===== config.mk =====
export PLATFORM = sky130hd
export DESIGN_NAME = axi_lite_adder_master_flat
export DESIGN_NICKNAME = d
export VERILOG_FILES = /design/src/rtl/axi_lite_adder_master_if.sv /design/src/rtl/axi_lite_adder_master.sv /design/src/flat_wrapper.sv
export SDC_FILE = /design/constraint.sdc
export NUM_CORES = 1
export LEC_CHECK = 0
export CAP_MARGIN = 20
export CORE_MARGIN = 4
export CORE_UTILIZATION = 35
export DETAILED_ROUTE_END_ITERATION = 7
export PLACE_DENSITY = 0.76
export SLEW_MARGIN = 20
export SYNTH_ARGS = -nofsm -noshare
export SYNTH_HDL_FRONTEND = slang
export SYNTH_SLANG_ARGS = --single-unit

===== constraint.sdc =====
create_clock -name clk -period 4.3 [get_ports clk]
set_clock_uncertainty 0.15 [all_clocks]
set_input_delay 0.645 -clock clk [delete_from_list [all_inputs] [get_ports clk]]
set_output_delay 0.645 -clock clk [all_outputs]
set_load 0.01 [all_outputs]

===== src/rtl/axi_lite_adder_master_if.sv =====
// AXI4-Lite bus between the adder master and the adder peripheral.
// Ports (master view): AW/W/AR address, data and valid out; B/R responses in;
// bready/rready out. awprot/arprot and wstrb are carried for completeness.
interface axi_lite_adder_master_if #(
  parameter int ADDR_WIDTH = 4,
  parameter int DATA_WIDTH = 32
);
  logic [ADDR_WIDTH-1:0]   awaddr;
  logic [2:0]              awprot;
  logic                    awvalid;
  logic                    awready;
  logic [DATA_WIDTH-1:0]   wdata;
  logic [DATA_WIDTH/8-1:0] wstrb;
  logic                    wvalid;
  logic                    wready;
  logic [1:0]              bresp;
  logic                    bvalid;
  logic                    bready;
  logic [ADDR_WIDTH-1:0]   araddr;
  logic [2:0]              arprot;
  logic                    arvalid;
  logic                    arready;
  logic [DATA_WIDTH-1:0]   rdata;
  logic [1:0]              rresp;
  logic                    rvalid;
  logic                    rready;

  modport master (
    output awaddr, awprot, awvalid, input awready,
    output wdata, wstrb, wvalid, input wready,
    input  bresp, bvalid, output bready,
    output araddr, arprot, arvalid, input arready,
    input  rdata, rresp, rvalid, output rready
  );

  modport slave (
    input  awaddr, awprot, awvalid, output awready,
    input  wdata, wstrb, wvalid, output wready,
    output bresp, bvalid, input bready,
    input  araddr, arprot, arvalid, output arready,
    output rdata, rresp, rvalid, input rready
  );
endinterface


===== src/rtl/axi_lite_adder_master.sv =====
// AXI4-Lite initiator for the memory-mapped adder peripheral.
// Accepts (cmd_a, cmd_b) on a valid/ready command port, writes A then B into
// the peripheral, waits SETTLE_CYCLES, reads the sum back and returns it with
// an error flag (any non-zero BRESP/RRESP) on a valid/ready response port.
// Ports: clk, reset (async, active high); cmd_valid/cmd_ready/cmd_a/cmd_b;
// rsp_valid/rsp_ready/rsp_sum/rsp_err; busy; m_axi (AXI4-Lite master).
module axi_lite_adder_master #(
  parameter int                    ADDR_WIDTH    = 4,
  parameter int                    DATA_WIDTH    = 32,
  parameter logic [ADDR_WIDTH-1:0] A_OFFSET      = 'h0,
  parameter logic [ADDR_WIDTH-1:0] B_OFFSET      = 'h4,
  parameter logic [ADDR_WIDTH-1:0] SUM_OFFSET    = 'h8,
  parameter int unsigned           SETTLE_CYCLES = 2
) (
  input  logic                  clk,
  input  logic                  reset,
  input  logic                  cmd_valid,
  output logic                  cmd_ready,
  input  logic [DATA_WIDTH-1:0] cmd_a,
  input  logic [DATA_WIDTH-1:0] cmd_b,
  output logic                  rsp_valid,
  input  logic                  rsp_ready,
  output logic [DATA_WIDTH-1:0] rsp_sum,
  output logic                  rsp_err,
  output logic                  busy,
  axi_lite_adder_master_if.master m_axi
);

  localparam int CNT_W = (SETTLE_CYCLES > 1) ? $clog2(SETTLE_CYCLES) : 1;

  typedef enum logic [3:0] {
    IDLE, WR_A, B_A, WR_B, B_B, SETTLE, RD_A, RD_D, RESP
  } state_t;

  state_t                state, state_nxt;
  logic                  aw_done, w_done;
  logic [DATA_WIDTH-1:0] a_q, b_q, sum_q;
  logic                  err_q;
  logic [CNT_W-1:0]      cnt;

  logic in_wr, awv, wv, aw_hs, w_hs, wr_both, settle_last;

  // Every AXI output is a decode of flops only (state, aw_done, w_done,
  // latched operands), so nothing combinational reaches the bus from inputs.
  assign in_wr       = (state == WR_A) || (state == WR_B);
  assign awv         = in_wr && !aw_done;
  assign wv          = in_wr && !w_done;
  assign aw_hs       = awv && m_axi.awready;
  assign w_hs        = wv && m_axi.wready;
  // AW and W may complete in either order; leave once both have been seen.
  assign wr_both     = (aw_done || aw_hs) && (w_done || w_hs);
  assign settle_last = (cnt == CNT_W'(SETTLE_CYCLES - 1));

  assign m_axi.awvalid = awv;
  assign m_axi.wvalid  = wv;
  assign m_axi.awaddr  = (state == WR_A) ? A_OFFSET : (state == WR_B) ? B_OFFSET : '0;
  assign m_axi.wdata   = (state == WR_A) ? a_q : (state == WR_B) ? b_q : '0;
  assign m_axi.awprot  = 3'b000;
  assign m_axi.arprot  = 3'b000;
  assign m_axi.wstrb   = '1;
  assign m_axi.bready  = (state == B_A) || (state == B_B);
  assign m_axi.arvalid = (state == RD_A);
  assign m_axi.araddr  = (state == RD_A) ? SUM_OFFSET : '0;
  assign m_axi.rready  = (state == RD_D);

  assign cmd_ready = (state == IDLE);
  assign busy      = (state != IDLE);
  assign rsp_valid = (state == RESP);
  assign rsp_sum   = sum_q;
  assign rsp_err   = err_q;

  always_ff @(posedge clk or posedge reset) begin
    if (reset) state <= IDLE;
    else       state <= state_nxt;
  end

  always_comb begin
    state_nxt = state;
    case (state)
      IDLE:   if (cmd_valid)      state_nxt = WR_A;
      WR_A:   if (wr_both)        state_nxt = B_A;
      B_A:    if (m_axi.bvalid)   state_nxt = WR_B;
      WR_B:   if (wr_both)        state_nxt = B_B;
      B_B:    if (m_axi.bvalid)   state_nxt = (SETTLE_CYCLES == 0) ? RD_A : SETTLE;
      SETTLE: if (settle_last)    state_nxt = RD_A;
      RD_A:   if (m_axi.arready)  state_nxt = RD_D;
      RD_D:   if (m_axi.rvalid)   state_nxt = RESP;
      RESP:   if (rsp_ready)      state_nxt = IDLE;
      default:                    state_nxt = IDLE;
    endcase
  end

  always_ff @(posedge clk or posedge reset) begin
    if (reset) begin
      aw_done <= 1'b0;
      w_done  <= 1'b0;
      a_q     <= '0;
      b_q     <= '0;
      sum_q   <= '0;
      err_q   <= 1'b0;
      cnt     <= '0;
    end else begin
      if (state == IDLE && cmd_valid) begin
        a_q   <= cmd_a;
        b_q   <= cmd_b;
        err_q <= 1'b0;
      end
      if (in_wr) begin
        // Done flags live only for the current write; clear on exit.
        if (wr_both) begin
          aw_done <= 1'b0;
          w_done  <= 1'b0;
        end else begin
          if (aw_hs) aw_done <= 1'b1;
          if (w_hs)  w_done  <= 1'b1;
        end
      end
      if ((state == B_A || state == B_B) && m_axi.bvalid)
        err_q <= err_q | (m_axi.bresp != 2'b00);
      if (state == B_B)   cnt <= '0;
      if (state == SETTLE) cnt <= cnt + CNT_W'(1);
      if (state == RD_D && m_axi.rvalid) begin
        sum_q <= m_axi.rdata;
        err_q <= err_q | (m_axi.rresp != 2'b00);
      end
    end
  end

endmodule

===== src/flat_wrapper.sv =====
// flat-port wrapper written by rule: the top's interface ports become plain ports
module axi_lite_adder_master_flat 
#(
  parameter int                    ADDR_WIDTH    = 4,
  parameter int                    DATA_WIDTH    = 32,
  parameter logic [ADDR_WIDTH-1:0] A_OFFSET      = 'h0,
  parameter logic [ADDR_WIDTH-1:0] B_OFFSET      = 'h4,
  parameter logic [ADDR_WIDTH-1:0] SUM_OFFSET    = 'h8,
  parameter int unsigned           SETTLE_CYCLES = 2
)
  (clk, reset, cmd_valid, cmd_ready, cmd_a, cmd_b, rsp_valid, rsp_ready, rsp_sum, rsp_err, busy, m_axi_awaddr, m_axi_awprot, m_axi_awvalid, m_axi_awready, m_axi_wdata, m_axi_wstrb, m_axi_wvalid, m_axi_wready, m_axi_bresp, m_axi_bvalid, m_axi_bready, m_axi_araddr, m_axi_arprot, m_axi_arvalid, m_axi_arready, m_axi_rdata, m_axi_rresp, m_axi_rvalid, m_axi_rready);
  axi_lite_adder_master_if #(.ADDR_WIDTH(ADDR_WIDTH), .DATA_WIDTH(DATA_WIDTH)) m_axi_i ();
  input  logic clk;
  input  logic reset;
  input  logic cmd_valid;
  output logic cmd_ready;
  input  logic [DATA_WIDTH-1:0] cmd_a;
  input  logic [DATA_WIDTH-1:0] cmd_b;
  output logic rsp_valid;
  input  logic rsp_ready;
  output logic [DATA_WIDTH-1:0] rsp_sum;
  output logic rsp_err;
  output logic busy;
  output wire logic [$bits(m_axi_i.awaddr)-1:0] m_axi_awaddr;
  output wire logic [$bits(m_axi_i.awprot)-1:0] m_axi_awprot;
  output wire logic [$bits(m_axi_i.awvalid)-1:0] m_axi_awvalid;
  input wire logic [$bits(m_axi_i.awready)-1:0] m_axi_awready;
  output wire logic [$bits(m_axi_i.wdata)-1:0] m_axi_wdata;
  output wire logic [$bits(m_axi_i.wstrb)-1:0] m_axi_wstrb;
  output wire logic [$bits(m_axi_i.wvalid)-1:0] m_axi_wvalid;
  input wire logic [$bits(m_axi_i.wready)-1:0] m_axi_wready;
  input wire logic [$bits(m_axi_i.bresp)-1:0] m_axi_bresp;
  input wire logic [$bits(m_axi_i.bvalid)-1:0] m_axi_bvalid;
  output wire logic [$bits(m_axi_i.bready)-1:0] m_axi_bready;
  output wire logic [$bits(m_axi_i.araddr)-1:0] m_axi_araddr;
  output wire logic [$bits(m_axi_i.arprot)-1:0] m_axi_arprot;
  output wire logic [$bits(m_axi_i.arvalid)-1:0] m_axi_arvalid;
  input wire logic [$bits(m_axi_i.arready)-1:0] m_axi_arready;
  input wire logic [$bits(m_axi_i.rdata)-1:0] m_axi_rdata;
  input wire logic [$bits(m_axi_i.rresp)-1:0] m_axi_rresp;
  input wire logic [$bits(m_axi_i.rvalid)-1:0] m_axi_rvalid;
  output wire logic [$bits(m_axi_i.rready)-1:0] m_axi_rready;
  assign m_axi_awaddr = m_axi_i.awaddr;
  assign m_axi_awprot = m_axi_i.awprot;
  assign m_axi_awvalid = m_axi_i.awvalid;
  assign m_axi_i.awready = m_axi_awready;
  assign m_axi_wdata = m_axi_i.wdata;
  assign m_axi_wstrb = m_axi_i.wstrb;
  assign m_axi_wvalid = m_axi_i.wvalid;
  assign m_axi_i.wready = m_axi_wready;
  assign m_axi_i.bresp = m_axi_bresp;
  assign m_axi_i.bvalid = m_axi_bvalid;
  assign m_axi_bready = m_axi_i.bready;
  assign m_axi_araddr = m_axi_i.araddr;
  assign m_axi_arprot = m_axi_i.arprot;
  assign m_axi_arvalid = m_axi_i.arvalid;
  assign m_axi_i.arready = m_axi_arready;
  assign m_axi_i.rdata = m_axi_rdata;
  assign m_axi_i.rresp = m_axi_rresp;
  assign m_axi_i.rvalid = m_axi_rvalid;
  assign m_axi_rready = m_axi_i.rready;
  axi_lite_adder_master #(.ADDR_WIDTH(ADDR_WIDTH), .DATA_WIDTH(DATA_WIDTH), .A_OFFSET(A_OFFSET), .B_OFFSET(B_OFFSET), .SUM_OFFSET(SUM_OFFSET), .SETTLE_CYCLES(SETTLE_CYCLES)) u_core (.clk(clk), .reset(reset), .cmd_valid(cmd_valid), .cmd_ready(cmd_ready), .cmd_a(cmd_a), .cmd_b(cmd_b), .rsp_valid(rsp_valid), .rsp_ready(rsp_ready), .rsp_sum(rsp_sum), .rsp_err(rsp_err), .busy(busy), .m_axi(m_axi_i));
endmodule

==> impl_metrics.tcl, run 1 <==
set metrics [dict create \
    finalSetupTns_ps 0 \
    postCtsSetupRepairBufs 0 \
    synth_async_sr_flop_share 1.00 \
    fmax_ghz 0.305 \
    yosysTopAreaCellShare 0.539 \
    cts_resized 0 \
    num_rows 42 \
    rr_startpoint "u_core.state[2]" \
    top_layer "met4" \
    track_usage 0.146 \
    relSlewSlack 0.500 \
    syn_area_mm2 0.00483 \
    yosysSeqAreaShare 0.539 \
    grt_pass1_vias 3540 \
    synth_area_leader_cell "dfrtp_1" \
    syn_area_per_cell_um2 14.6 \
    rsz0062_at_grt "false" \
    outcome "finished clean" \
    die-area_mm2 0.0157 \
    gp_congestion 0.802 \
    ys_seq_elements 104 \
    wl_met1_um 4950 \
    grt_pass1_wl_um 18700 \
    synthToLayoutAreaGrowth_pct 46.4 \
    cp-endpoint "m_axi_wdata[25]" \
    r2r_cells 5 \
    cts_htree_levels 3 \
    grt_max_degree 86 \
    cts_buffer_depth 2 \
    p_leak_nw 3.17 \
    portBuffers 183 \
    hold_path_class "flop to flop" \
    first_pass_iters 4 \
    clk_latency_ps 340 \
    cts_root_buf "clkbuf_16" \
    drtAntennaViolNets 0 \
    antenna_found_initial 0 \
    die_y_um 125 \
    rr_endpoint "u_core.a_q[0]" \
    slew_violations 0 \
    dr.first_iter.drc_count 108 \
    yosys_warnings 0 \
    vias 3272 \
    p_total_mw 5.02 \
    grt_overflow_total 0 \
    wl_met3_um 879 \
    synth_ff_type "dfrtp_1" \
    drive_gt1_frac 0.248 \
    yosys-top-cells-area "dfrtp_1 (54%), mux2_4 (19%), mux2_2 (8.9%)" \
    min_period_ps 3280 \
    holdBufCountCts 0 \
    vias_per_cell 4.75 \
    avgRoutedWirePerCell_um 16.8 \
    critical_path_class "flop to output pin" \
    tightestPinTransition_ps 750 \
    setup_violations 0 \
    dp_hpwl_um 8460 \
    p_per_area_mw_per_mm2 711 \
    synth_edf_count 0 \
    crit_arrival_ps 2490 \
    place_area_mm2 0.00675 \
    hold_violations 0 \
    finalInstanceArea_mm2 0.00706 \
    coreArea_mm2 0.0133 \
    pin_count 200 \
    ir_drop_mv 0.322 \
    synthCells 331 \
    numCtsBuffers 9 \
    met2_length_um 5580 \
    clk_pin_slew_ps 70 \
    cap_violations 0 \
    clkSinkCount 104 \
    worstPathRequired_ps 3500 \
    critPathLaunchType "flop" \
    diodes 0 \
    wl_um 11600 \
    startpoint "u_core.state[2]" \
    final_nets 617 \
    die_width_um 125 \
    cp-end-kind "output pin" \
    route.detailed.drc 0 \
    critPathMaxFanout 18 \
    finalCritPeriodShare 0.763 \
    initial_core_util 0.362 \
    cts_tree "done" \
    yosysUniqueCellTypes 43 \
    ff2ff_setup_slack_ps 1780 \
]
## synthesized netlist by cell type, drive strengths merged, types with 2 or more instances
cell type,instances
and2,2
or3b,2
clkbuf,11
nor2,9
inv,5
nand2,6
conb,2
a22o,32
buf,27
a21oi,3
dfrtp,104
mux2,98
nor3,5
## sequential cells by signal (all words and copies together), names as in the netlist
signal and cells:
u_core.a_q 32, u_core.aw_done 1, u_core.b_q 32, u_core.cnt 1
u_core.rsp_err 1, u_core.rsp_sum 32, u_core.state 4, u_core.w_done 1
## cells in the final DEF (no fill, tap or decap), drive strengths merged, types with 2 or more instances in the layout
cell type,n
nand2,6
a22o,32
bufinv,2
conb,16
clkinv,2
and2,2
buf,7
nor2,9
clkbuf,11
inv,5
dfrtp,104
nor3,5
clkdlybuf4s50,183
mux2,98
a21oi,3
or3b,2
## worst max-delay path, stage by stage (launching register included)
cell and delay, ps:
dfrtp_1 560, nor3b_1 380, and2_1 220, buf_4 250
a22o_1 190, clkdlybuf4s50_1 550
## cells by family after synthesis
family | synth area share
flip-flops | 0.539
other | 0.00156
buffers and inverters | 0.0570
multiplexers | 0.277
XOR/XNOR | 0.00182
AND/OR/NAND/NOR | 0.0433
AO/OA/AOI/OAI | 0.0796
## worst min path at each step
stage                             startpoint                  to  slack, ps  cells past startpoint
after CTS                 u_core.rsp_sum[29]  u_core.rsp_sum[29]        360                      1
final                     u_core.rsp_sum[29]  u_core.rsp_sum[29]        360                      1
after floorplan               u_core.b_q[27]      u_core.b_q[27]        330                      1
after detailed placement  u_core.rsp_sum[29]  u_core.rsp_sum[29]        340                      1
after global placement    u_core.rsp_sum[26]  u_core.rsp_sum[26]        340                      1
after global routing      u_core.rsp_sum[12]  u_core.rsp_sum[12]        370                      1
## per-layer routing
layer | global-route usage | up-vias
li1 | - | 1517
met1 | 0.183 | 1592
met2 | 0.239 | 148
met3 | 0.0452 | 15
met4 | 0.0542 | 0
met5 | 0 | -
## cell type report
cell class	count	area, µm²
timing repair buffer	190	1900
inverter	5	23.8
multi-input combinational	198	2010
tap	176	220
clock buffer	11	233
sequential	104	2600
clock inverter	5	81.3
fill	1142	6280
## report_power, final
part	total, mW	switching, mW	internal (mW)
registers	1.82	0.344	1.47
clock network	0.862	0.351	0.511
logic	2.34	0.819	1.53
total	5.02	1.51	3.51
## metrics by stage
stage / hold slack [ps] / setup WS, ps / util / std cells
2_1_floorplan: 330 / 773 / - / 345
3_3_place_gp: 338 / 1420 / 0.506 / 673
3_5_place_dp: 345 / 1390 / 0.506 / 673
4_1_cts: 360 / 1000 / 0.529 / 689
5_1_grt: 371 / 828 / 0.529 / 689
6_report: 356 / 1020 / 0.529 / 689
No activity file was read; power rests on OpenSTA's default activity.
==> run 2, diff against run 1 <==
==> constraint.sdc (replaced) <==
create_clock -name clk -period 3.3 [get_ports clk]
set_clock_uncertainty 0.15 [all_clocks]
set_input_delay 0.495 -clock clk [delete_from_list [all_inputs] [get_ports clk]]
set_output_delay 0.495 -clock clk [all_outputs]
set_load 0.01 [all_outputs]
==> run 2 against run 1 <==
Die area stayed put. Flip-flop and latch count is the same. Combinational power increased by 32%.
==> impl_metrics.tcl, run 2 (synthesis gave the netlist of run 1 again) <==
set metrics [dict create \
    place_inst 674 \
    track_usage 0.145 \
    holdBufCountCts 0 \
    min_period_ps 3060 \
    num_rows 42 \
    cts_buffer_depth 2 \
    nFillCells 1096 \
    place_area_mm2 0.00677 \
    die-area_mm2 0.0157 \
    cap_violations 0 \
    finalSetupTns_ps 0 \
    setup_violations 0 \
    cts_root_buf "clkbuf_16" \
    drtAntennaViolNets 0 \
    ff2ff_setup_slack_ps 720 \
    fmax_ghz 0.326 \
    slowest_stage "clkdlybuf4s50_1" \
    gr-usage-met2 0.239 \
    finalCritPeriodShare 0.928 \
    outcome "finished clean" \
    critPathMaxFanout 18 \
    clk_latency_ps 340 \
    initial_core_util 0.362 \
    crit_arrival_ps 2420 \
    die_width_um 125 \
    worstPathRequired_ps 2650 \
    antenna_found_initial 0 \
    grt_max_degree 105 \
    multi_input_area_mm2 0.00201 \
    final_cell_mix "clkdlybuf4s50_1 (183), dfrtp_1 (103), mux2_4 (60)" \
    final_nets 618 \
    r2r_cells 5 \
    diodes 0 \
    coreArea_mm2 0.0133 \
    hold_start "u_core.rsp_sum[26]" \
    cts_tree "done" \
    hold_violations 0 \
    avgRoutedWirePerCell_um 16.5 \
    slew_violations 0 \
    wl_um 11400 \
    first_pass_iters 4 \
    worst_hold_slack_ps 358 \
    critPathLaunchType "flop" \
    numCtsBuffers 9 \
    relSlewSlack 0.528 \
    cts_htree_levels 3 \
    finalInstanceArea_mm2 0.00705 \
    rsz0062_at_grt "false" \
    hold_path_class "flop to flop" \
    fin_cells 690 \
    dr.first_iter.drc_count 57 \
    route.detailed.drc 0 \
    final-seq-area_mm2 0.00260 \
    rr_startpoint "u_core.state[1]" \
    p_leak_nw 3.15 \
    cts_resized 0 \
    grt_overflow_total 0 \
    cp-end-kind "output pin" \
    die_y_um 125 \
    path_cells "nor3b_1 -> and2_1 -> buf_4 -> a22o_1 -> clkdlybuf4s50_1" \
    final_common_cell "clkdlybuf4s50_1" \
    top_usage_layer "met2" \
    max_stage_delay_ps 540 \
    pin_count 200 \
    use_met1 0.178 \
    startpoint "u_core.state[3]" \
    grt_pass1_vias 3493 \
    p_per_area_mw_per_mm2 912 \
    ir_drop_mv 0.362 \
    critical_path_class "flop to output pin" \
    gp_congestion 0.809 \
    rr_endpoint "u_core.a_q[3]" \
    clk_pin_slew_ps 70 \
    dp_hpwl_um 8410 \
    drive_gt1_frac 0.255 \
    final_util 0.528 \
    grtUsageMet3 0.0469 \
    clkSinkCount 104 \
    vias 3230 \
    vias_per_cell 4.68 \
    postCtsSetupRepairBufs 0 \
    worst_slack_ps 237 \
    grt_pass1_wl_um 18400 \
    p_total_mw 6.43 \
    cp-endpoint "m_axi_wdata[19]" \
    pre_cts_ws_ps 572 \
    portBuffers 183 \
    synthToLayoutAreaGrowth_pct 46.1 \
    tightestPinTransition_ps 708 \
]
==> run 2: cell types whose count changed in the layout (fill, tap and decap cells not counted), sizes merged <==
| cell | delta |
|---|---|
| clkbuf | -2 |
| inv | +1 |
| clkinvlp | +4 |
| clkinv | -1 |
| bufinv | -2 |
| buf | +1 |
==> run 2: worst min-delay path by stage <==
stage                               to  slack, ps  depth (start not counted)
global placement    u_core.rsp_sum[21]        340                          1
finish              u_core.rsp_sum[26]        360                          1
CTS                 u_core.rsp_sum[26]        360                          1
floorplan               u_core.b_q[27]        330                          1
global route        u_core.rsp_sum[31]        370                          1
detailed placement      u_core.a_q[15]        340                          1
==> run 2: metal layers <==
| metal | wire [µm] | up-vias | part of all wire |
|---|---|---|---|
| met3 | 910 | 15 | 0.080 |
| li1 | - | 1527 | - |
| met5 | 0 | - | 0 |
| met2 | 5440 | 141 | 0.48 |
| met1 | 4840 | 1547 | 0.42 |
| met4 | 209 | 0 | 0.018 |
==> run 2: area by class of cell <==
class                   count  share of cell area
well taps                 176              0.0312
flip-flops and latches    104               0.369
inverters                   5             0.00319
clock buffers               9              0.0319
clock inverters             7             0.00798
repair buffers            191               0.272
multi-input cells         198               0.285
==> run 2: where the power goes <==
part | switching, mW | internal [mW]
sequential | 0.424 | 1.92
combinational | 1.08 | 2.00
clock | 0.488 | 0.518
==> run 2: worst max-delay path: cells and delay by family, from the launching register on <==
family | cells | cell delay [ps]
AO/OA/AOI/OAI | 1 | 190
buffers and inverters | 2 | 780
flip-flops | 1 | 530
AND/OR/NAND/NOR | 2 | 580
==> run 3, diff against run 2 <==
--- a/config.mk
+++ b/config.mk
@@ -6,8 +6,9 @@
 export NUM_CORES = 1
 export LEC_CHECK = 0
 export CAP_MARGIN = 20
-export CORE_MARGIN = 4
+export CORE_MARGIN = 2
 export CORE_UTILIZATION = 35
+export CTS_CLUSTER_DIAMETER = 40
 export DETAILED_ROUTE_END_ITERATION = 7
 export PLACE_DENSITY = 0.76
 export SLEW_MARGIN = 20
==> run 3 against run 2 <==
Critical path depth unchanged. Final cell count is 0.14% higher. First-iteration DRC count is 77% higher. Clock power is 14% higher. Non-clock buffer count rose by 2. Register-to-register slack gained 170 ps. Global-route usage is 1.2 points higher. Core utilization grew 0.43 points. Largest cell class unchanged. Routed wire length increased by 0.48%.
==> impl_metrics.tcl, run 3 (synthesis gave the netlist of run 1 again) <==
set metrics [dict create \
    outcome "finished clean" \
    critical_path_class "flop to output pin" \
    relSlewSlack 0.615 \
    pin_count 200 \
    p_leak_nw 3.19 \
    vias_per_cell 4.75 \
    synthToLayoutAreaGrowth_pct 47.3 \
    wl_um 11500 \
    drive_gt1_frac 0.256 \
    final_common_cell "clkdlybuf4s50_1" \
    use_met1 0.200 \
    gp_congestion 0.820 \
    top_usage_layer "met2" \
    setup_violations 0 \
    final_cell_mix "clkdlybuf4s50_1 (183), dfrtp_1 (104), mux2_4 (60)" \
    p_per_area_mw_per_mm2 927 \
    critPathMaxFanout 15 \
    cts_htree_levels 3 \
    grt_max_degree 58 \
    fmax_ghz 0.325 \
    grt_overflow_total 0 \
    clk_pin_slew_ps 70 \
    coreArea_mm2 0.0133 \
    slew_violations 0 \
    track_usage 0.157 \
    grtUsageMet3 0.0395 \
    hold_path_class "flop to flop" \
    clk_latency_ps 340 \
    rsz0062_at_grt "false" \
    drtAntennaViolNets 0 \
    finalSetupTns_ps 0 \
    dr.first_iter.drc_count 101 \
    min_period_ps 3070 \
    tightestPinTransition_ps 577 \
    numCtsBuffers 9 \
    antenna_found_initial 0 \
    ir_drop_mv 0.447 \
    cts_buffer_depth 2 \
    die_width_um 121 \
    route.detailed.drc 0 \
    first_pass_iters 4 \
    clkSinkCount 104 \
    portBuffers 183 \
    finalInstanceArea_mm2 0.00711 \
    place_inst 676 \
    crit_arrival_ps 2430 \
    num_rows 42 \
    fin_cells 691 \
    worstPathRequired_ps 2650 \
    grt_pass1_vias 3449 \
    grt_pass1_wl_um 17900 \
    initial_core_util 0.362 \
    hold_violations 0 \
    critPathLaunchType "flop" \
    avgRoutedWirePerCell_um 16.6 \
    vias 3281 \
    gr-usage-met2 0.255 \
    cts_root_buf "clkbuf_16" \
    diodes 0 \
    final_nets 620 \
    cp-end-kind "output pin" \
    cap_violations 0 \
    place_area_mm2 0.00678 \
    postCtsSetupRepairBufs 0 \
    die_y_um 121 \
    finalCritPeriodShare 0.931 \
    cts_tree "done" \
    dp_hpwl_um 8370 \
    die-area_mm2 0.0147 \
]
run 3: changes by cell type in the layout (fill, tap and decap cells not counted):
cell        before  now
clkinv_2         0    1
inv_6            2    0
dfrtp_1        103  104
buf_4            6    8
nor3b_2          0    1
dfrtp_2          1    0
clkbuf_8         0    1
bufinv_16        0    2
clkinvlp_4       5    2
nor3b_1          1    0
run 3: path summary, 6_finish.rpt:
check | startpoint | to | slack (ps) | cells past startpoint
setup / recovery | u_core.state[0] | m_axi_wdata[8] | 230 | 5
hold / removal | u_core.rsp_sum[23] | u_core.rsp_sum[23] | 350 | 1
setup reg to reg | u_core.state[1] | u_core.b_q[11] | 890 | 5
hold reg to reg | u_core.rsp_sum[23] | u_core.rsp_sum[23] | 350 | 1
max in group asynchronous | reset | u_core.state[3] | 2030 | 3
min in group asynchronous | reset | u_core.a_q[10] | 440 | 3
run 3: report_power, final:
group,internal (mW),switching (mW),leakage [nW]
logic,2.00,1.09,1.79
clock network,0.681,0.466,0.155
registers,1.92,0.431,1.25
total,4.60,1.99,3.19
run 3: cell type report:
type / count / area [µm²]
multi-input combinational: 198 / 2010
clock inverter: 5 / 81.3
timing repair buffer: 193 / 1930
clock buffer: 10 / 239
fill: 1134 / 6240
sequential: 104 / 2600
inverter: 5 / 22.5
tap: 176 / 220
run 3: what timing repair did:
action / in CTS / in global routing
gates resized for setup: 0 / 1
hold buffers: 0 / 0
endpoints found under the setup margin: 0 / 32
run 3: per-layer routing:
| layer | up-vias | wire (µm) |
|---|---|---|
| met4 | 0 | 168 |
| met1 | 1611 | 4830 |
| met3 | 11 | 926 |
| li1 | 1524 | - |
| met5 | - | 0 |
| met2 | 135 | 5530 |
run 3: per-stage QoR:
| stage | hold WS, ps | power (mW) | worst slack, ps | util |
|---|---|---|---|---|
| after floorplan | 330 | 4.10 | 1050 | - |
| after global placement | 339 | 5.39 | 542 | 0.508 |
| after detailed placement | 343 | 5.47 | 506 | 0.508 |
| after CTS | 359 | 6.66 | 107 | 0.532 |
| after global routing | 372 | 6.99 | 46.9 | 0.533 |
| final | 355 | 6.59 | 226 | 0.533 |
run 3: critical path: stages, from the launching register on:
cell             delay [ps]
dfrtp_1                 560
nor3b_2                 340
and2_1                  190
buf_4                   250
a22o_1                  200
clkdlybuf4s50_1         540
